## src/rtl/stream_width_converter_pkg.sv

```systemverilog
// Shared types and elaboration helpers for the stream width converter.
// Mode/ratio are fixed at elaboration from the two port widths.
package stream_width_converter_pkg;

  typedef enum logic [1:0] {
    MODE_DOWN,
    MODE_UP,
    MODE_PASS
  } mode_e;

  function automatic int clog2(input int v);
    int r;
    r = 0;
    for (int i = 0; i < 31; i++) begin
      if ((1 << i) < v) r = i + 1;
    end
    return r;
  endfunction

  function automatic mode_e conv_mode(input int iw, input int ow);
    if (iw > ow) return MODE_DOWN;
    if (ow > iw) return MODE_UP;
    return MODE_PASS;
  endfunction

  function automatic int conv_ratio(input int iw, input int ow);
    return (iw > ow) ? iw / ow : ow / iw;
  endfunction

  function automatic bit is_multiple(input int iw, input int ow);
    return (iw > ow) ? (iw % ow == 0) : (ow % iw == 0);
  endfunction

endpackage

```

## src/rtl/stream_width_converter_fifo.sv

```systemverilog
// Input buffer: DEPTH x WIDTH registered FIFO with occupancy output.
// Caller guarantees no push when full and no pop when empty.
module conv_fifo
  import stream_width_converter_pkg::*;
#(
  parameter int WIDTH = 128,
  parameter int DEPTH = 4
) (
  input  logic                        clk,
  input  logic                        reset,
  input  logic                        push,
  input  logic [WIDTH-1:0]            push_data,
  input  logic                        pop,
  output logic [WIDTH-1:0]            head,
  output logic [clog2(DEPTH+1)-1:0]   level,
  output logic                        full,
  output logic                        empty
);

  localparam int AW = (DEPTH > 1) ? clog2(DEPTH) : 1;
  localparam int LW = clog2(DEPTH + 1);

  logic [WIDTH-1:0] mem_q [DEPTH];
  logic [AW-1:0]    wr_ptr_q, wr_ptr_d;
  logic [AW-1:0]    rd_ptr_q, rd_ptr_d;
  logic [LW-1:0]    level_q, level_d;

  always_comb begin
    wr_ptr_d = wr_ptr_q;
    rd_ptr_d = rd_ptr_q;
    level_d  = level_q;
    if (push) wr_ptr_d = wr_ptr_q + AW'(1);
    if (pop)  rd_ptr_d = rd_ptr_q + AW'(1);
    unique case ({push, pop})
      2'b10:   level_d = level_q + LW'(1);
      2'b01:   level_d = level_q - LW'(1);
      default: level_d = level_q;
    endcase
  end

  always_ff @(posedge clk or posedge reset) begin
    if (reset) begin
      wr_ptr_q <= '0;
      rd_ptr_q <= '0;
      level_q  <= '0;
    end else begin
      wr_ptr_q <= wr_ptr_d;
      rd_ptr_q <= rd_ptr_d;
      level_q  <= level_d;
    end
  end

  // Storage carries no reset; consumers gate on empty.
  always_ff @(posedge clk) begin
    if (push) mem_q[wr_ptr_q] <= push_data;
  end

  assign head  = mem_q[rd_ptr_q];
  assign level = level_q;
  assign full  = (level_q == LW'(DEPTH));
  assign empty = (level_q == '0);

endmodule

```

## src/rtl/stream_width_converter.sv

```systemverilog
// Valid/ready stream width converter: splits (DOWN), packs (UP) or
// passes words through a small input buffer.
module stream_width_converter
  import stream_width_converter_pkg::*;
#(
  parameter int IN_WIDTH  = 128,
  parameter int OUT_WIDTH = 32,
  parameter int DEPTH     = 4
) (
  input  logic                 clk,
  input  logic                 reset,
  input  logic                 ap_start,
  input  logic [IN_WIDTH-1:0]  din,
  input  logic                 vld_in,
  output logic                 rdy_upward,
  output logic [OUT_WIDTH-1:0] dout,
  output logic                 vld_out,
  input  logic                 rdy_downward,
  input  logic                 flush,
  output logic [clog2(conv_ratio(IN_WIDTH, OUT_WIDTH)+1)-1:0] dout_slices,
  output logic [clog2(DEPTH+1)-1:0] level
);

  localparam mode_e MODE  = conv_mode(IN_WIDTH, OUT_WIDTH);
  localparam int    RATIO = conv_ratio(IN_WIDTH, OUT_WIDTH);
  localparam int    SW    = clog2(RATIO + 1);
  localparam int    IW    = (RATIO > 1) ? clog2(RATIO) : 1;

  if (!is_multiple(IN_WIDTH, OUT_WIDTH)) begin : g_bad_ratio
    $error("larger width must be an integer multiple of the smaller");
  end
  if (DEPTH < 2 || (DEPTH & (DEPTH - 1)) != 0) begin : g_bad_depth
    $error("DEPTH must be a power of two >= 2");
  end

  logic                push;
  logic                pop;
  logic                full;
  logic                empty;
  logic [IN_WIDTH-1:0] head;

  // Reset is folded in so ready drops the instant reset asserts.
  assign rdy_upward = ap_start && !reset && !full;
  assign push       = vld_in && rdy_upward;

  conv_fifo #(
    .WIDTH(IN_WIDTH),
    .DEPTH(DEPTH)
  ) u_fifo (
    .clk      (clk),
    .reset    (reset),
    .push     (push),
    .push_data(din),
    .pop      (pop),
    .head     (head),
    .level    (level),
    .full     (full),
    .empty    (empty)
  );

  if (MODE == MODE_DOWN) begin : g_down
    logic [IW-1:0] idx_q, idx_d;
    logic          xfer;
    logic          last;
    logic          unused_flush;

    assign unused_flush = flush;
    assign vld_out      = ap_start && !empty;
    assign xfer         = vld_out && rdy_downward;
    assign last         = (idx_q == IW'(RATIO - 1));
    assign pop          = xfer && last;
    assign dout         = empty ? '0 : head[idx_q*OUT_WIDTH +: OUT_WIDTH];
    assign dout_slices  = empty ? '0 : SW'(1);

    always_comb begin
      idx_d = idx_q;
      if (xfer) idx_d = last ? '0 : idx_q + IW'(1);
    end

    always_ff @(posedge clk or posedge reset) begin
      if (reset) idx_q <= '0;
      else       idx_q <= idx_d;
    end
  end else if (MODE == MODE_UP) begin : g_up
    logic [OUT_WIDTH-1:0] data_q, data_d;
    logic [OUT_WIDTH-1:0] acc_q, acc_d;
    logic [SW-1:0]        slices_q, slices_d;
    logic [IW-1:0]        fill_q, fill_d;
    logic                 ovld_q, ovld_d;
    logic                 xfer;
    logic                 out_free;
    logic                 do_flush;

    assign vld_out  = ap_start && ovld_q;
    assign xfer     = vld_out && rdy_downward;
    assign out_free = !ovld_q || xfer;
    assign pop      = ap_start && !empty && out_free;
    assign do_flush = ap_start && flush && (fill_q != '0)
                      && empty && out_free;

    always_comb begin
      data_d   = data_q;
      acc_d    = acc_q;
      slices_d = slices_q;
      fill_d   = fill_q;
      ovld_d   = ovld_q;
      if (xfer) ovld_d = 1'b0;
      if (pop) begin
        acc_d[fill_q*IN_WIDTH +: IN_WIDTH] = head;
        if (fill_q == IW'(RATIO - 1)) begin
          data_d   = acc_d;
          ovld_d   = 1'b1;
          slices_d = SW'(RATIO);
          fill_d   = '0;
          acc_d    = '0;
        end else begin
          fill_d = fill_q + IW'(1);
        end
      end else if (do_flush) begin
        // Unfilled upper slices are already zero in the accumulator.
        data_d   = acc_q;
        ovld_d   = 1'b1;
        slices_d = SW'(fill_q);
        fill_d   = '0;
        acc_d    = '0;
      end
    end

    always_ff @(posedge clk or posedge reset) begin
      if (reset) begin
        data_q   <= '0;
        acc_q    <= '0;
        slices_q <= '0;
        fill_q   <= '0;
        ovld_q   <= 1'b0;
      end else begin
        data_q   <= data_d;
        acc_q    <= acc_d;
        slices_q <= slices_d;
        fill_q   <= fill_d;
        ovld_q   <= ovld_d;
      end
    end

    assign dout        = data_q;
    assign dout_slices = slices_q;
  end else begin : g_pass
    logic unused_flush;

    assign unused_flush = flush;
    assign vld_out      = ap_start && !empty;
    assign pop          = vld_out && rdy_downward;
    assign dout         = empty ? '0 : head;
    assign dout_slices  = empty ? '0 : SW'(1);
  end

endmodule

```

## config.mk

```make
export PLATFORM = sky130hd
export DESIGN_NAME = stream_width_converter
export DESIGN_NICKNAME = d
export VERILOG_FILES = /design/src/rtl/stream_width_converter_pkg.sv /design/src/rtl/stream_width_converter_fifo.sv /design/src/rtl/stream_width_converter.sv
export SDC_FILE = /design/constraint.sdc
export NUM_CORES = 1
export LEC_CHECK = 0
export CAP_MARGIN = 10
export CORE_MARGIN = 2
export CORE_UTILIZATION = 40
export CTS_CLUSTER_SIZE = 28
export DETAILED_ROUTE_END_ITERATION = 10
export PLACE_DENSITY_LB_ADDON = 0.2
export SETUP_SLACK_MARGIN = 0.05
export SYNTH_ARGS = -nofsm -noshare
export SYNTH_HDL_FRONTEND = slang
export SYNTH_SLANG_ARGS = --single-unit
export TNS_END_PERCENT = 10
```

## constraint.sdc

```tcl
create_clock -name clk -period 13.6 [get_ports clk]
set_input_delay 4.08 -clock clk [delete_from_list [all_inputs] [get_ports clk]]
set_output_delay 4.08 -clock clk [all_outputs]
set_load 0.02 [all_outputs]
```

# Word level (Yosys, flattened, before mapping)
# Memories as Yosys holds them, arrays and structs flattened.
# Cells that the tools add are included.
# totals
regBits	9
ram_bits	512
input_bits	134
out_inout_bits	40
word_cells	32
n_memories	1
# mem_list
name	depth	word_bits	read_ports	rd_clocked_by_memory_dff	write_ports	line_no	text
u_fifo.mem_q	4	128	1	0	1	stream_width_converter_fifo.sv:23	logic [WIDTH-1:0] mem_q [DEPTH];
# classes
n_addsub	5
eq_ne	4
shifts	1
n_mux	6
n_reduce_logical	11
# ops
operator	count
$shiftx 128x8->32	1
$mux 32	1
$add 2x1->2 const B	3
$logic_and 1x1->1	6
$pmux 3 s2	1
$eq 2x2->1 const B	2
$add 3x1->3 const B	1
$eq 3x3->1 const B	1
$logic_not 1->1	3
$logic_not 3->1	1
$mux 1	3
$sub 3x1->3 const B	1
$eq 2x1->1 const B	1
$mux 2	1
$reduce_bool 2->1	1

# Depth between registers and ports, before layout
# Gate-level depths: netlist (run 1).
# logic_depth
depth_word	7
ltp_mapped	9
depth_no_buf	9

# Modules after synthesis
# Synthesis (run 1) repeated with hierarchy kept, for this count alone.
# unflattened
cells_unflattened	835
hier_area_um2	20063.0
# modules_own_cells
module	n_inst	cells_each	area_each_um2	seq_area_each_um2
conv_fifo	1	706	18870.6	15549.9
stream_width_converter	1	129	1192.4	50.0

# Worst setup path after synthesis (run 1)
# OpenSTA, ideal clock, no wires.
# synth_timing
path_type	input to output
from	input reset
to	output rdy_upward
arrival_time_ns	4.579
required_ns	9.520
slack_ns	4.941
stages	2
n_path_buf	0
path_cell_list	nand2b_1 a21oi_1
# synth_via
elab_chain_cells	3
# synth_rtl
item	line_no	text
start: declaration	stream_width_converter.sv:11	input logic reset,
$logic_not 1->1 (no line)	n/a	
$logic_and 1x1->1 (2 in a row)	stream_width_converter.sv:43	assign rdy_upward = ap_start && !reset && !full;
end: declaration	stream_width_converter.sv:15	output logic rdy_upward,
# Every way passes these cells.

# Final worst setup path (run 1)
# layout_timing
from	input ap_start
to	output rdy_upward
# layout_via
elab_chain_cells	2
# layout_rtl
item	line_no	text
start: declaration	stream_width_converter.sv:12	input logic ap_start,
$logic_and 1x1->1 (2 in a row)	stream_width_converter.sv:43	
# Every way passes these cells.

==> results.cfg, run 1 <==
[setup_path]
endpoint_kind = primary output
path_buf_inv = 2
worst_path_most_repeated_cell = clkdlybuf4s50_1
worst_setup_path_start_kind = input port
required_ns = 9.52
critPathMaxFanout = 3
slowest_delay_ns = 0.62
worstPathArrival_ns = 5.41
r2r_slack_ns = 10.69
crit_family = buffers and inverters
worst_path_max_delay_cell = clkdlybuf4s50_1
r2r_cells = 4
r2r_end = u_fifo.mem_q[2][97]$_DFFE_PP_
path_class = in -> out
cp_cell_sequence = clkdlybuf4s50_1 > nand2b_1 > a21oi_1 > clkdlybuf4s50_1
worstReg2RegStart = u_fifo.level[0]$_DFFE_PP0P_

[clocking]
clock-sinks = 521
htreeDepth = 2
cts_buffers = 54
postCtsHoldBufs = 0
cts_resized = 0
post_cts_buffers = 0
cts_root_buffer = clkbuf_16
path_clk_slew_ns = 0.06
cts_tree = yes
clk_latency_ns = 0.60
cts.path.max_buffers = 3

[timing]
clock_skew_ns = 0.0271
fin_ws_ns = 4.11
fmax_mhz = 105
min_period_over_period_pct = 69.8
relSlewSlack_pct = 33.6
rsz0062_at_grt = no
final-hold-violation-count = 0
tightest_slew_ns = 0.997
period_minus_slack_ns = 9.49
final-setup-viol-count = 0
drv_slew = 0
fin_setup_tns_ns = 0

[cells_and_area]
area_growth_pct = 20.4
drive_above_1_share_pct = 20.6
fin_util_pct = 49.0
layout.cells.non_filler = 1770
fillers = 4034
nets = 1205

[global_routing]
grt_use_total_pct = 15.8
overflow = 0
grt_max_degree = 64
grt_pass1_vias = 10000
grt_pass1_wl_mm = 59.9
antenna_found_initial = 6

[logic_synthesis]
yosysMostFrequentCell = edfxtp_1
ys_seq_area_share_pct = 78.2
synthCells = 865
synth_top_cell_area_share_pct = 77.1
syn-cell-area_um2 = 19900
ys_warn_count = 0
synth_common_cells = edfxtp_1, mux4_2, inv_1, mux2i_1
yosysTopAreaCell = edfxtp_1
avgSynthCellArea_um2 = 23.1
yosys.cell_types.count = 28
synth_area_leaders = edfxtp_1, mux4_2, mux2i_1, o221ai_1, dfrtp_1
ys_ff_latch = 521
synth_edf_count = 512
dominantRegCellSynth = edfxtp_1
ys_async_sr_fraction_pct = 1.73

[drt]
drt_iter0_drc = 494
ant_nets = 0
routed_wl_mm = 39.7
avgRoutedWirePerCell_um = 22.4
drt-pass1-iter-count = 5
via_count = 9114
drc = 0
viasPerCell = 5.15

[placed_design]
placed_cells = 1672
io_buffers = 170
place_congestion = 0.691
pre_cts_slack_ns = 4.13
hpwlAfterDp_mm = 21.9

[hold_path]
hold_start = u_fifo.wr_ptr_q[1]$_DFFE_PP0P_
min_path_cells = 1
holdPathEnd = u_fifo.wr_ptr_q[1]$_DFFE_PP0P_
hold_path.class = reg -> reg

[power]
power_mw = 4.75
power-per-cell-area_nw_per_um2 = 198
ir_drop_uv = 139
leakagePower_nw = 7.69

[floorplan]
num_rows = 81
die_area_um2 = 51700
start_util_pct = 40.7
boundaryPins = 174
fp.dieW_um = 227
die_y_um = 227
core_um2 = 49100

[run]
maxCapViolations = 0

[outcome]
status = finished, final reports clean
==> stage by stage <==
stage,hold WS (ns),area [µm²]
finish,0.567,24000
global route,0.598,24000
CTS,0.581,24000
detailed placement,0.568,22300
global placement,0.536,22300
floorplan,0.512,19900
==> worst register-to-register path: cells and delay by family, from the launching register on <==
family,cells,cell delay (ns)
buffers and inverters,1,0.85
flip-flops,1,0.47
AO/OA/AOI/OAI,1,0.50
AND/OR/NAND/NOR,2,0.65
==> how the worst max path moves through the flow <==
stage | startpoint | end | slack [ns] | depth (start not counted)
finish | ap_start | rdy_upward | 4.11 | 4
global route | reset | rdy_upward | 4.06 | 4
CTS | ap_start | rdy_upward | 4.11 | 4
detailed placement | ap_start | rdy_upward | 4.13 | 4
global placement | reset | rdy_upward | 4.10 | 4
floorplan | reset | rdy_upward | 4.94 | 2
==> per-layer routing <==
metal	wire, µm	vias up	share of wire (%)	global-route usage, %
met3	2160	65	5.4	3.63
li1	-	4025	-	-
met2	19700	202	50	26.1
met5	63	-	0.16	0
met1	17100	4812	43	20.9
met4	759	10	1.9	5.21
==> final cells by class <==
cell class,count,area (µm²),share of cell area [%]
Sequential cell,521,15600,65.0
Multi-Input combinational cell,261,3930,16.4
Timing Repair Buffer,186,1820,7.59
Clock buffer,67,1400,5.83
Tap cell,664,831,3.46
Clock inverter,30,265,1.10
Inverter,40,150,0.625
Antenna cell,1,2.50,0.0104
==> flip-flops by register name (all words and copies together), names as in the netlist <==
signal / cells
u_fifo.mem_q: 512
u_fifo.level: 3
g_down.idx_q: 2
u_fifo.rd_ptr_q: 2
u_fifo.wr_ptr_q: 2
==> placed cells by master, fill, tap and decap left out, types with 2 or more instances in the layout <==
master and n:
and2_1 2, and2_4 4, buf_4 16, bufinv_16 4, clkbuf_1 13, clkbuf_16 54, clkdlybuf4s50_1 170, clkinv_1 12
clkinv_2 7, clkinvlp_4 3, conb_1 2, dfrtp_1 6, dfrtp_4 3, edfxtp_1 512, ha_1 6, inv_1 40
inv_6 2, mux2_2 2, mux2i_1 33, mux4_2 128, nand2_1 32, nor2_1 3, o221ai_1 32, xnor2_1 3
xor2_1 3
==> report_power, final <==
part           leakage, nW  switching [mW]  internal, mW
Sequential            4.73          0.0758          1.87
Clock                0.804           0.587         0.804
Combinational         2.16           0.731         0.685
Total                 7.69            1.39          3.36
==> logic make-up (layout without fill, tap and decap cells) <==
| group | Yosys count | count (layout) | synth area share (%) |
|---|---|---|---|
| DFF | 521 | 521 | 78.2 |
| muxes | 164 | 164 | 16.3 |
| buffers and inverters | 84 | 323 | 2.15 |
| and+or+nand+nor | 46 | 46 | 1.00 |
| AOI/OAI and AO/OA | 36 | 36 | 1.59 |
| adders and majority gates | 7 | 7 | 0.477 |
| xor gates and xnor gates | 6 | 6 | 0.264 |
| other | 1 | 3 | 0.0188 |
(Power assumes the default switching activity.)
==> run 2: changes to the inputs <==
==> constraint.sdc (replaced) <==
create_clock -name clk -period 9.09 [get_ports clk]
set_input_delay 2.727 -clock clk [delete_from_list [all_inputs] [get_ports clk]]
set_output_delay 2.727 -clock clk [all_outputs]
set_load 0.02 [all_outputs]
==> results.cfg, run 2 (synthesis results as in run 1) <==
[floorplan]
die_area_um2 = 51700
die_y_um = 227
start_util_pct = 40.7
fp.dieW_um = 227
num_rows = 81
boundaryPins = 174
core_um2 = 49100

[cells_and_area]
drive_above_1_share_pct = 20.8
layout.cells.non_filler = 1771
fillers = 4042
final_cell_mix = edfxtp_1, clkdlybuf4s50_1, mux4_2, clkbuf_16, inv_1
final_area_um2 = 24100
top_register = u_fifo.mem_q
largest_register_ffs = 512
final_common_cell = edfxtp_1
area_growth_pct = 20.7
fin_util_pct = 49.1
nets = 1204

[clocking]
cts_root_buffer = clkbuf_16
cts_tree = yes
cts_buffers = 55
post_cts_buffers = 0
cts_resized = 0
postCtsHoldBufs = 0
htreeDepth = 2
clk_latency_ns = 0.59
cts.path.max_buffers = 3
path_clk_slew_ns = 0.05
clock-sinks = 521

[setup_path]
endpoint_kind = primary output
r2r_slack_ns = 6.05
cp_cell_sequence = clkdlybuf4s50_1 > nand2b_1 > a21oi_1 > clkdlybuf4s50_1
critPathMaxFanout = 3
worstReg2RegStart = u_fifo.level[0]$_DFFE_PP0P_
crit_family = buffers and inverters
worst_setup_path_start_kind = input port
path_depth = 4
crit_path_end = rdy_upward
slowest_delay_ns = 0.62
startpoint = ap_start
r2r_end = u_fifo.mem_q[2][72]$_DFFE_PP_
r2r_cells = 4
worstPathArrival_ns = 4.05
path_class = in -> out
worst_path_most_repeated_cell = clkdlybuf4s50_1
required_ns = 6.36
path_buf_inv = 2
worst_path_max_delay_cell = clkdlybuf4s50_1

[outcome]
status = finished, final reports clean

[global_routing]
overflow = 0
grt_max_degree = 78
grt_use_total_pct = 15.8
antenna_found_initial = 8
grt_pass1_vias = 9891
grt_pass1_wl_mm = 60.0

[hold_path]
hold_path.class = reg -> reg
hold_start = u_fifo.wr_ptr_q[1]$_DFFE_PP0P_
min_path_cells = 1

[timing]
tightest_slew_ns = 1.14
rsz0062_at_grt = no
period_minus_slack_ns = 6.78
holdWs_ns = 0.557
fmax_mhz = 148
fin_setup_tns_ns = 0
relSlewSlack_pct = 23.7
final-setup-viol-count = 0
drv_slew = 0
min_period_over_period_pct = 74.6
final-hold-violation-count = 0
fin_ws_ns = 2.31
clock_skew_ns = 0.0124

[power]
power-per-cell-area_nw_per_um2 = 297
power_mw = 7.15
leakagePower_nw = 7.72
ir_drop_uv = 239

[drt]
drc = 0
drt_iter0_drc = 558
viasPerCell = 5.13
via_count = 9094
drt-pass1-iter-count = 5
avgRoutedWirePerCell_um = 22.5
routed_wl_mm = 39.8
ant_nets = 0

[placed_design]
place_congestion = 0.677
hpwlAfterDp_mm = 22.1
pre_cts_slack_ns = 2.32
io_buffers = 170
dpl-instance-area_um2 = 22400
placed_cells = 1670

[run]
maxCapViolations = 0
## run 2: area by class of cell
type / count / area [µm²] / share of cell area, %
sequential: 521 / 15600 / 64.8
multi-input combinational: 261 / 3930 / 16.3
timing repair buffer: 184 / 1860 / 7.71
clock buffer: 73 / 1490 / 6.17
tap: 664 / 831 / 3.45
clock inverter: 25 / 198 / 0.821
inverter: 40 / 150 / 0.624
antenna: 3 / 7.51 / 0.0312
## run 2: worst min path at each step
stage                                                end  slack (ns)
after global placement    u_fifo.wr_ptr_q[1]$_DFFE_PP0P_        0.55
after detailed placement  u_fifo.wr_ptr_q[1]$_DFFE_PP0P_        0.56
final                     u_fifo.wr_ptr_q[1]$_DFFE_PP0P_        0.56
after floorplan           u_fifo.wr_ptr_q[1]$_DFFE_PP0P_        0.51
after global routing      u_fifo.wr_ptr_q[1]$_DFFE_PP0P_        0.60
after CTS                 u_fifo.wr_ptr_q[1]$_DFFE_PP0P_        0.56
## run 2: worst register-to-register path: stages, from the launching register on
cell	delay, ns
dfrtp_1	0.47
nor2_1	0.11
a211oi_2	0.50
and2_4	0.84
buf_4	0.70
## run 2: where the power goes
group	leakage (nW)	internal (mW)	total, mW	switching [mW]
clock	0.828	1.23	2.10	0.873
sequential	4.73	2.80	2.93	0.131
combinational	2.16	1.03	2.12	1.08
## run 2: metal layers
layer,GRT usage [%],share of wire [%],up-vias
li1,-,-,4024
met1,21.1,43,4778
met2,25.6,49,219
met3,4.69,6.4,63
met4,4.07,1.7,10
met5,0,0.19,-
